## src/rtl/shift_unit_pkg.sv

```systemverilog
// Shared definitions for the multi-cycle MIPS shift unit: op encodings,
// FSM states and default widths.
package mips_shift_pkg;

    localparam int WIDTH_DEF = 32;
    localparam int SHW_DEF   = 5;

    localparam logic [2:0] SH_NOP  = 3'b000;
    localparam logic [2:0] SH_LOAD = 3'b001;
    localparam logic [2:0] SH_SLL  = 3'b010;
    localparam logic [2:0] SH_SRL  = 3'b011;
    localparam logic [2:0] SH_SRA  = 3'b100;
    localparam logic [2:0] SH_ROR  = 3'b101;
    localparam logic [2:0] SH_ROL  = 3'b110;

    typedef enum logic [1:0] {
        ST_IDLE  = 2'd0,
        ST_SHIFT = 2'd1,
        ST_DONE  = 2'd2
    } state_e;

    // Ops that go through the counted SHIFT phase (SLL..ROL).
    function automatic logic is_shift_op(input logic [2:0] op);
        return (op >= SH_SLL) && (op <= SH_ROL);
    endfunction

endpackage

```

## src/rtl/shift_unit_if.sv

```systemverilog
// Request/response bundle between the control unit and the shift unit.
interface shift_unit_if #(
    parameter int WIDTH = 32,
    parameter int SHW   = 5
);
    logic             start;
    logic [2:0]       op;
    logic [WIDTH-1:0] entry_data;
    logic [SHW-1:0]   shamt;
    logic             busy;
    logic             done;
    logic [WIDTH-1:0] result;

    modport master (
        output start, op, entry_data, shamt,
        input  busy, done, result
    );

    modport slave (
        input  start, op, entry_data, shamt,
        output busy, done, result
    );
endinterface

```

## src/rtl/shift_unit_step.sv

```systemverilog
// Combinational one-bit step of a shift/rotate; the unit's only datapath logic.
module shift_step
    import mips_shift_pkg::*;
#(
    parameter int WIDTH = WIDTH_DEF
) (
    input  logic [WIDTH-1:0] data_i,
    input  logic [2:0]       op_i,
    output logic [WIDTH-1:0] data_o
);

    always_comb begin
        data_o = data_i;
        case (op_i)
            SH_SLL:  data_o = {data_i[WIDTH-2:0], 1'b0};
            SH_SRL:  data_o = {1'b0, data_i[WIDTH-1:1]};
            SH_SRA:  data_o = {data_i[WIDTH-1], data_i[WIDTH-1:1]};
            SH_ROR:  data_o = {data_i[0], data_i[WIDTH-1:1]};
            SH_ROL:  data_o = {data_i[WIDTH-2:0], data_i[WIDTH-1]};
            default: data_o = data_i;
        endcase
    end

endmodule

```

## src/rtl/shift_unit.sv

```systemverilog
// Sequential shifter: latches operand/amount on start, shifts one bit per
// clock, pulses done for one cycle and holds the result for write-back.
module shift_unit
    import mips_shift_pkg::*;
#(
    parameter int WIDTH = WIDTH_DEF,
    parameter int SHW   = SHW_DEF
) (
    input  logic        clk,
    input  logic        reset_n,
    shift_unit_if.slave bus
);

    state_e           state_q;
    logic [WIDTH-1:0] data_q;
    logic [WIDTH-1:0] data_d;
    logic [SHW-1:0]   cnt_q;
    logic [2:0]       op_q;
    logic             busy_q;
    logic             done_q;

    shift_step #(.WIDTH(WIDTH)) u_step (
        .data_i (data_q),
        .op_i   (op_q),
        .data_o (data_d)
    );

    always_ff @(posedge clk or negedge reset_n) begin
        if (!reset_n) begin
            state_q <= ST_IDLE;
            data_q  <= '0;
            cnt_q   <= '0;
            op_q    <= SH_NOP;
            busy_q  <= 1'b0;
            done_q  <= 1'b0;
        end else begin
            case (state_q)
                ST_IDLE: begin
                    done_q <= 1'b0;
                    busy_q <= 1'b0;
                    if (bus.start) begin
                        if (is_shift_op(bus.op)) begin
                            data_q <= bus.entry_data;
                            cnt_q  <= bus.shamt;
                            op_q   <= bus.op;
                            if (bus.shamt != '0) begin
                                state_q <= ST_SHIFT;
                                busy_q  <= 1'b1;
                            end else begin
                                state_q <= ST_DONE;
                                done_q  <= 1'b1;
                            end
                        end else begin
                            // LOAD overwrites the register; NOP and 3'b111 leave it.
                            if (bus.op == SH_LOAD) begin
                                data_q <= bus.entry_data;
                            end
                            state_q <= ST_DONE;
                            done_q  <= 1'b1;
                        end
                    end
                end
                ST_SHIFT: begin
                    data_q <= data_d;
                    cnt_q  <= cnt_q - SHW'(1);
                    if (cnt_q == SHW'(1)) begin
                        state_q <= ST_DONE;
                        busy_q  <= 1'b0;
                        done_q  <= 1'b1;
                    end
                end
                ST_DONE: begin
                    state_q <= ST_IDLE;
                    done_q  <= 1'b0;
                    busy_q  <= 1'b0;
                end
                default: begin
                    state_q <= ST_IDLE;
                    busy_q  <= 1'b0;
                    done_q  <= 1'b0;
                end
            endcase
        end
    end

    assign bus.busy   = busy_q;
    assign bus.done   = done_q;
    assign bus.result = data_q;

endmodule

```

## src/flat_wrapper.sv

```systemverilog
// flat-port wrapper written by rule: the top's interface ports become plain ports
module shift_unit_flat import mips_shift_pkg::*;
#(
    parameter int WIDTH = WIDTH_DEF,
    parameter int SHW   = SHW_DEF
)
  (clk, reset_n, bus_start, bus_op, bus_entry_data, bus_shamt, bus_busy, bus_done, bus_result);
  shift_unit_if #(.WIDTH(WIDTH), .SHW(SHW)) bus_i ();
  input  logic clk;
  input  logic reset_n;
  input wire logic [$bits(bus_i.start)-1:0] bus_start;
  input wire logic [$bits(bus_i.op)-1:0] bus_op;
  input wire logic [$bits(bus_i.entry_data)-1:0] bus_entry_data;
  input wire logic [$bits(bus_i.shamt)-1:0] bus_shamt;
  output wire logic [$bits(bus_i.busy)-1:0] bus_busy;
  output wire logic [$bits(bus_i.done)-1:0] bus_done;
  output wire logic [$bits(bus_i.result)-1:0] bus_result;
  assign bus_i.start = bus_start;
  assign bus_i.op = bus_op;
  assign bus_i.entry_data = bus_entry_data;
  assign bus_i.shamt = bus_shamt;
  assign bus_busy = bus_i.busy;
  assign bus_done = bus_i.done;
  assign bus_result = bus_i.result;
  shift_unit #(.WIDTH(WIDTH), .SHW(SHW)) u_core (.clk(clk), .reset_n(reset_n), .bus(bus_i));
endmodule
```

## config.mk

```make
export PLATFORM = sky130hd
export DESIGN_NAME = shift_unit_flat
export DESIGN_NICKNAME = d
export VERILOG_FILES = /design/src/rtl/shift_unit_pkg.sv /design/src/rtl/shift_unit_if.sv /design/src/rtl/shift_unit_step.sv /design/src/rtl/shift_unit.sv /design/src/flat_wrapper.sv
export SDC_FILE = /design/constraint.sdc
export NUM_CORES = 1
export LEC_CHECK = 0
export CORE_ASPECT_RATIO = 0.7
export CORE_MARGIN = 3
export CORE_UTILIZATION = 50
export DETAILED_ROUTE_END_ITERATION = 10
export PLACE_DENSITY_LB_ADDON = 0.2
export SLEW_MARGIN = 30
export SYNTH_ARGS = -nofsm -noshare
export SYNTH_HDL_FRONTEND = slang
export SYNTH_SLANG_ARGS = --single-unit
```

## constraint.sdc

```tcl
create_clock -name clk -period 3.17 [get_ports clk]
set_clock_uncertainty 0.1 [all_clocks]
set_input_delay 0.7925 -clock clk [delete_from_list [all_inputs] [get_ports clk]]
set_output_delay 0.7925 -clock clk [all_outputs]
set_load 0.02 [all_outputs]
```

# Yosys cells after proc, flatten, opt, wreduce, memory -nomap -nowiden
# Cells that the tools add are included.
[op_classes]
add_sub_neg = 1
magnitude_cmp = 2
n_eq_ne = 15
n_mux = 23
reduce_logical = 9
[ops]
columns = ["operator", "count"]
rows = [
  ["32-bit one-hot mux with 5 select lines", 1],
  ["32-bit 2-to-1 mux", 3],
  ["32-bit one-hot mux with 2 select lines", 1],
  ["5-bit 2-to-1 mux", 2],
  ["5-bit one-hot mux with 2 select lines", 1],
  ["3-bit equality test, second input constant", 3],
  ["1-bit 2-to-1 mux", 8],
  ["2-bit 2-to-1 mux", 4],
  ["3-bit by 2-bit equality test with 1-bit output, second input constant", 2],
  ["6-bit != test, second input constant", 1],
  ["3-bit AND reduction", 2],
  ["5-bit by 1-bit equality test with 1-bit output, second input constant", 1],
  ["5-bit != test, second input constant", 1],
  ["5-bit AND reduction", 1],
  ["5-bit nonzero test", 1],
  ["5-bit by 1-bit subtractor with 5-bit output, second input constant", 1],
  ["2-bit by 1-bit != test with 1-bit output, second input constant", 2],
  ["2-bit != test, second input constant", 2],
  ["1-bit one-hot mux with 2 select lines", 2],
  ["2-bit one-hot mux with 2 select lines", 1],
  ["4-bit AND reduction", 1],
  ["3-bit by 1-bit equality test with 1-bit output, second input constant", 1],
  ["3-bit by 2-bit greater-or-equal comparator with 1-bit output, second input constant", 1],
  ["3-bit less-or-equal comparator, second input constant", 1],
  ["other kinds (6)", 6],
]
[word_totals]
register_bits = 44
input_bits = 43
output_inout_bits = 34

# Depth between registers and ports, before layout
# Gate-level depths: netlist of the first run.
[logic_depth]
word_depth = 5
mapped_depth = 7
mapped_depth_nobuf = 6

# Modules after synthesis
# A second synthesis of the first run with hierarchy kept.
[hier_totals]
cells_unflattened = 418
area_unflattened_um2 = 3523.4
[modules_own_cells]
columns = ["mod", "instances", "cells_per_inst", "area_per_inst_um2"]
rows = [
  ["shift_unit", 1, 207, 2260.9],
  ["shift_step", 1, 211, 1262.5],
]

# Worst setup path before layout of the first run
# Ideal clock, no wire load.
[synth_path]
path_type = "input port to flip-flop"
from = "input port bus_op[0]"
to = "register u_core.data_q[0], in the netlist u_core.bus.result[0]"
arrival_time_ns = 2.157
t_required_ns = 2.975
path_slack_ns = 0.818
cell_stages = 6
n_path_buf = 2
path_cell_list = "and4b_1 > or4_4 > or2_1 > buf_2 > buf_6 > o31ai_1"
[synth_between]
elab_chain_len = 5
word_cells_on_any_way = 9
classes_between = "order compare (2); eq/ne (2); mux (3); reduce/logical (2)"
[synth_lines]
columns = ["item", "line", "source"]
rows = [
  ["from (decl)", "flat_wrapper.sv:12", "input wire logic [$bits(bus_i.op)-1:0] bus_op;"],
  ["3-bit by 2-bit greater-or-equal comparator with 1-bit output or 3-bit less-or-equal comparator (tied branches)", "shift_unit_pkg.sv:24", "return (op >= SH_SLL) && (op <= SH_ROL);"],
  ["1-bit logical AND", "shift_unit_pkg.sv:24", ""],
  ["32-bit 2-to-1 mux", "shift_unit.sv:42", "if (is_shift_op(bus.op)) begin"],
  ["32-bit 2-to-1 mux", "shift_unit.sv:41", "if (bus.start) begin"],
  ["32-bit one-hot mux with 2 select lines", "shift_unit.sv:37", "case (state_q)"],
  ["to (signal assigned)", "shift_unit.sv:43", "data_q <= bus.entry_data;"],
  ["to (signal assigned)", "shift_unit.sv:56", "data_q <= bus.entry_data;"],
  ["to (signal assigned)", "shift_unit.sv:64", "data_q <= data_d;"],
  ["to (decl)", "shift_unit.sv:15", "logic [WIDTH-1:0] data_q;"],
]
# Parallel ways exist; a longest one is shown, timed or not. The select of a mux whose other input is x is not followed.
# A chain may end at the register's enable or synchronous reset.

# Final worst setup path of the first run
[layout_path]
from = "input port bus_op[1]"
to = "register u_core.data_q[22], in the netlist u_core.bus.result[22]"
# The elaborated chain is that of the path after synthesis.

==> results.cfg, run 1 <==
[floorplan]
die_h_um = 67.0
die_w_um = 93.1
core_area_um2 = 4940
start_util_pct = 53.8
ios = 77
row_count = 21
die_area_um2 = 6240

[routing]
drt_wl_total_mm = 7.69
viasPerCell = 6.20
drcViolationCount = 0
ant_nets = 0
drtIter0Drc = 257
wl_per_cell_um = 17.6
dr.pass1.iters = 5
routed-via-count = 2716

[cells_and_area]
most-common-layout-cells = clkdlybuf4s50_1 (75), dfrtp_1 (44), nor2_1 (37), o21ai_0 (37), o31ai_1 (33)
layout_commonest_cell = clkdlybuf4s50_1
fin_nets = 413
fin_util_pct = 73.2
drive_above_1_share_pct = 8.13
finalInstanceArea_um2 = 3620
syn2layout_area_growth_pct = 36.1
antenna_cells = 0

[clocking]
cts_root_buf = clkbuf_8
clockBufferDepth = 2
postCtsSetupRepairBufs = 0
numCtsBuffers = 5
cts_tree = yes
clkTransAtPathRegs_ns = 0.08
clk_latency_ns = 0.30
cts.sinks = 44
postCtsHoldBufs = 0
cts-htree-levels = 2
ctsResizeCount = 0

[yosys]
synth_edf_count = 0
synth_top_family_by_area = compound AO/OA/AOI/OAI gates
synth_ff_type = dfrtp_1
synth.area.top_cells = dfrtp_1 (41%), o31ai_1 (9.3%), a21boi_0 (8.5%)
synth_top_area_share_pct = 41.4
syn_nets = 350
ys_ff_latch = 44
syn_avg_cell_area_um2 = 8.71
synth-compound-area-share_pct = 36.7
synthArstFlopShare_pct = 100
netlist_instances = 305
synth_top_area_cell = dfrtp_1
synth_adder_area_share_pct = 0.942
yosysSeqAreaShare_pct = 41.4
yosys.cell_types.count = 40
synthSimpleGateAreaFrac_pct = 13.6
synth_area_um2 = 2660
synth_warnings = 0
synthMuxAreaShare_pct = 1.69
synth_xor_area_share_pct = 0

[timing]
fin_hold_ws_ns = 0.294
finalSetupViolCount = 0
finalCritPeriodShare_pct = 86.4
relSlewSlack_pct = 55.0
fin_crit_ns = 2.74
hold_viol_final = 0
max_slew.worst_pin.slew_ns = 0.674
fmax_mhz = 365
drv_slew = 0
totalNegativeSetupSlack_ns = 0
rsz0062_at_grt = no

[setup_path]
critPathMaxFanout = 14
critPathRequiredTime_ns = 3.26
worst-setup-path-type = in -> reg
crit_arrival_ns = 2.83
endpoint_kind = flop
start_kind = input port

[pwr]
powerDensity_nw_per_um2 = 1100
p_leak_nw = 1.41
ir_worst_vdd_uv = 590
total_power_mw = 3.97

[grt]
grt.total_usage_pct = 25.7
grt_pass1_vias = 2530
grt_antenna_before_repair = 0
grt_pass1_wl_mm = 12.6
grt_max_degree = 33
globalRouteOverflowTotal = 0

[run]
maxCapViolCount = 0

[worst_hold_path]
hp-class = in -> async

[place]
dpl_cell_area_um2 = 3490
portBuffers = 76
place.gp.congestion = 0.837
hpwl_mm = 5.27

[status]
status = complete, no violations
-- worst max-delay path: stages --
cell	delay (ns)
clkdlybuf4s50_1	0.51
and4b_1	0.24
or4_4	0.51
or2_1	0.25
buf_4	0.20
o31ai_1	0.31
-- flip-flops by register name, indices dropped and copies added, names as in the netlist --
signal             count
u_core.bus.busy        1
u_core.cnt_q           5
u_core.op_q            3
u_core.bus.result     32
u_core.bus.done        1
u_core.state_q         2
-- cell type report --
class / count / area [um^2]
sequential: 44 / 1100
tap: 69 / 86.3
inverter: 2 / 7.51
clock buffer: 7 / 96.3
multi-input combinational: 227 / 1410
fill: 403 / 1320
timing repair buffer: 88 / 886
clock inverter: 1 / 30.0
-- path summary, 6_finish.rpt --
path                                               start  slack (ns)  depth (start not counted)                                end
max                                            bus_op[1]        0.43                          6  u_core.bus.result[22]$_DFFE_PN0P_
max in group asynchronous                        reset_n        2.09                          3  u_core.bus.result[27]$_DFFE_PN0P_
max reg2reg                u_core.state_q[0]$_DFFE_PN0P_        0.77                          5  u_core.bus.result[22]$_DFFE_PN0P_
min reg2reg                  u_core.bus.busy$_DFFE_PN0P_        0.38                          2        u_core.bus.busy$_DFFE_PN0P_
min                                              reset_n        0.29                          1        u_core.cnt_q[4]$_DFFE_PN0P_
min in group clk             u_core.bus.busy$_DFFE_PN0P_        0.38                          2        u_core.bus.busy$_DFFE_PN0P_
-- metrics by stage --
step / setup WS (ns) / instances
after floorplan: 0.818 / 305
after global placement: 0.234 / 428
after detailed placement: 0.187 / 430
after CTS: 0.470 / 438
after global routing: 0.329 / 438
final: 0.433 / 438
-- power by group --
part | internal, mW | total, mW | leakage, nW | switching (mW)
clock | 0.278 | 0.473 | 0.0645 | 0.195
combinational | 1.02 | 2.29 | 0.814 | 1.26
sequential | 0.852 | 1.22 | 0.536 | 0.363
total | 2.15 | 3.97 | 1.41 | 1.82
-- cell families (layout without fill, tap and decap cells) --
family          count (synthesis)  in the layout
fa+ha+maj                       2              2
flops                          44             44
simple gates                   74             74
compound gates                147            147
mux                             4              4
buf+inv                        34             98
-- per-layer routing --
layer  global-route usage (%)  share of wire, %
met1                     37.4                45
met2                     39.9                46
met3                     4.40               7.9
met4                     6.22              0.95
met5                        0                 0
-- Yosys cell counts, drive strengths merged, types with 3 or more instances --
| cell | count |
|---|---|
| nand2 | 11 |
| nor2 | 37 |
| a31oi | 31 |
| o31ai | 33 |
| a21boi | 30 |
| buf | 5 |
| o21ai | 37 |
| clkbuf | 27 |
| nand3 | 5 |
| a21oi | 4 |
| dfrtp | 44 |
| o311ai | 3 |
| mux2 | 4 |
(Power assumes the default switching activity.)
==> inputs of run 2 (changes only) <==
Settings changed: CORE_MARGIN 3 to 1, CTS_CLUSTER_DIAMETER set to 60.
==> results.cfg, run 2 (synthesized netlist as in run 1, its figures left out) <==
[routing]
dr.pass1.iters = 5
drtIter0Drc = 260
viasPerCell = 6.21
wl_per_cell_um = 17.1
drt_wl_total_mm = 7.47
drcViolationCount = 0
routed-via-count = 2713
ant_nets = 0

[pwr]
powerDensity_nw_per_um2 = 1120
p_switching_mw = 1.82
ir_worst_vdd_uv = 590
pwr-share-seq_pct = 29.4
p_leak_nw = 1.42
combPwrFrac_pct = 56.0
power.share.switching_pct = 44.6
p_int_mw = 2.26
total_power_mw = 4.08
pwr-share-clk_pct = 14.6

[timing]
fin_crit_ns = 2.74
totalNegativeSetupSlack_ns = 0
drv_slew = 0
fmax_mhz = 365
rsz0062_at_grt = no
hold_viol_final = 0
finalSetupViolCount = 0
finalCritPeriodShare_pct = 86.4
max_slew.worst_pin.slew_ns = 0.646
relSlewSlack_pct = 56.7

[clocking]
cts.sinks = 44
cts_root_buf = clkbuf_8
numCtsBuffers = 5
postCtsSetupRepairBufs = 0
postCtsHoldBufs = 0
cts_tree = yes
ctsResizeCount = 0
clk_latency_ns = 0.30
clockBufferDepth = 2
cts-htree-levels = 2
clkTransAtPathRegs_ns = 0.09

[cells_and_area]
fin_nets = 412
drive_above_1_share_pct = 7.88
largest_reg_flops = 32
most-common-layout-cells = clkdlybuf4s50_1 (75), dfrtp_1 (44), nor2_1 (37), o21ai_0 (37), o31ai_1 (33)
layout_commonest_cell = clkdlybuf4s50_1
antenna_cells = 0
syn2layout_area_growth_pct = 37.0
regArea_um2 = 1100
n_fill_cell = 394
multi_input_area_um2 = 1410

[floorplan]
die_area_um2 = 5620
ios = 77
row_count = 21
die_h_um = 63.0
die_w_um = 89.1
core_area_um2 = 4940
start_util_pct = 53.8

[setup_path]
critPathMaxFanout = 16
critPathRequiredTime_ns = 3.27
worst-setup-path-type = in -> reg
crit_arrival_ns = 2.83
endpoint_kind = flop
start_kind = input port

[grt]
grt_pass1_vias = 2613
grt_antenna_before_repair = 0
globalRouteOverflowTotal = 0
grt.total_usage_pct = 28.1
grt_pass1_wl_mm = 12.3
grt_max_degree = 33

[worst_hold_path]
hp-class = in -> async

[place]
hpwl_mm = 5.12
place.gp.congestion = 0.802
portBuffers = 76

[run]
maxCapViolCount = 0

[status]
status = complete, no violations
run 2: cell count changes in the layout (fill, tap and decap cells not counted), sizes merged:
| cell | before | now |
|---|---|---|
| clkbuf | 7 | 5 |
| buf | 13 | 12 |
| bufinv | 1 | 3 |
run 2: final timing paths:
kind                                          startpoint                                end  slack, ns  cells past startpoint
min in group clk             u_core.bus.busy$_DFFE_PN0P_        u_core.bus.busy$_DFFE_PN0P_       0.38                      2
min                                              reset_n        u_core.cnt_q[2]$_DFFE_PN0P_       0.28                      1
max in group asynchronous                        reset_n   u_core.bus.result[3]$_DFFE_PN0P_       2.12                      3
max                                            bus_op[2]  u_core.bus.result[28]$_DFFE_PN0P_       0.43                      6
min reg2reg                  u_core.bus.busy$_DFFE_PN0P_        u_core.bus.busy$_DFFE_PN0P_       0.38                      2
max reg2reg                u_core.state_q[0]$_DFFE_PN0P_  u_core.bus.result[28]$_DFFE_PN0P_       0.75                      5
run 2: cell type report:
type                            instances  share of cell area [%]
Inverter                                2                   0.206
Timing Repair Buffer                   87                    24.1
Multi-Input combinational cell        227                    38.7
Tap cell                               69                    2.37
Clock buffer                            5                    1.89
Clock inverter                          3                    2.47
Sequential cell                        44                    30.2
run 2: metrics by stage:
step	instance area, um^2	hold slack, ns	std cells	util [%]	setup slack (ns)
3_3_place_gp	3430	0.367	427	69.4	0.242
6_report	3640	0.280	437	73.7	0.431
2_1_floorplan	2660	0.389	305	-	0.818
3_5_place_dp	3480	0.371	429	70.5	0.161
5_1_grt	3640	0.302	437	73.7	0.300
4_1_cts	3640	0.281	437	73.7	0.453
run 2: power by group through the flow:
| stage | logic, mW | registers [mW] | clock network [mW] |
|---|---|---|---|
| final | 2.29 | 1.20 | 0.595 |
| after detailed placement | 2.26 | 1.20 | 0 |
| after CTS | 2.28 | 1.19 | 0.599 |
| after global routing | 2.50 | 1.25 | 0.620 |
| after global placement | 2.19 | 1.19 | 0 |
| after floorplan | 1.29 | 1.33 | 0 |
run 2: worst max-delay path, stage by stage:
cell,delay (ns)
clkdlybuf4s50_1,0.49
and4b_1,0.23
or4_4,0.57
or2_1,0.26
buf_4,0.20
o31ai_1,0.28
run 2: routing by layer:
metal / track usage (%) / vias to the layer above / part of all wire, %
met5: 0 / - / 0
met1: 39.3 / 1302 / 45
met4: 7.14 / 0 / 0.67
met2: 45.0 / 132 / 47
li1: - / 1275 / -
met3: 4.76 / 4 / 7.8
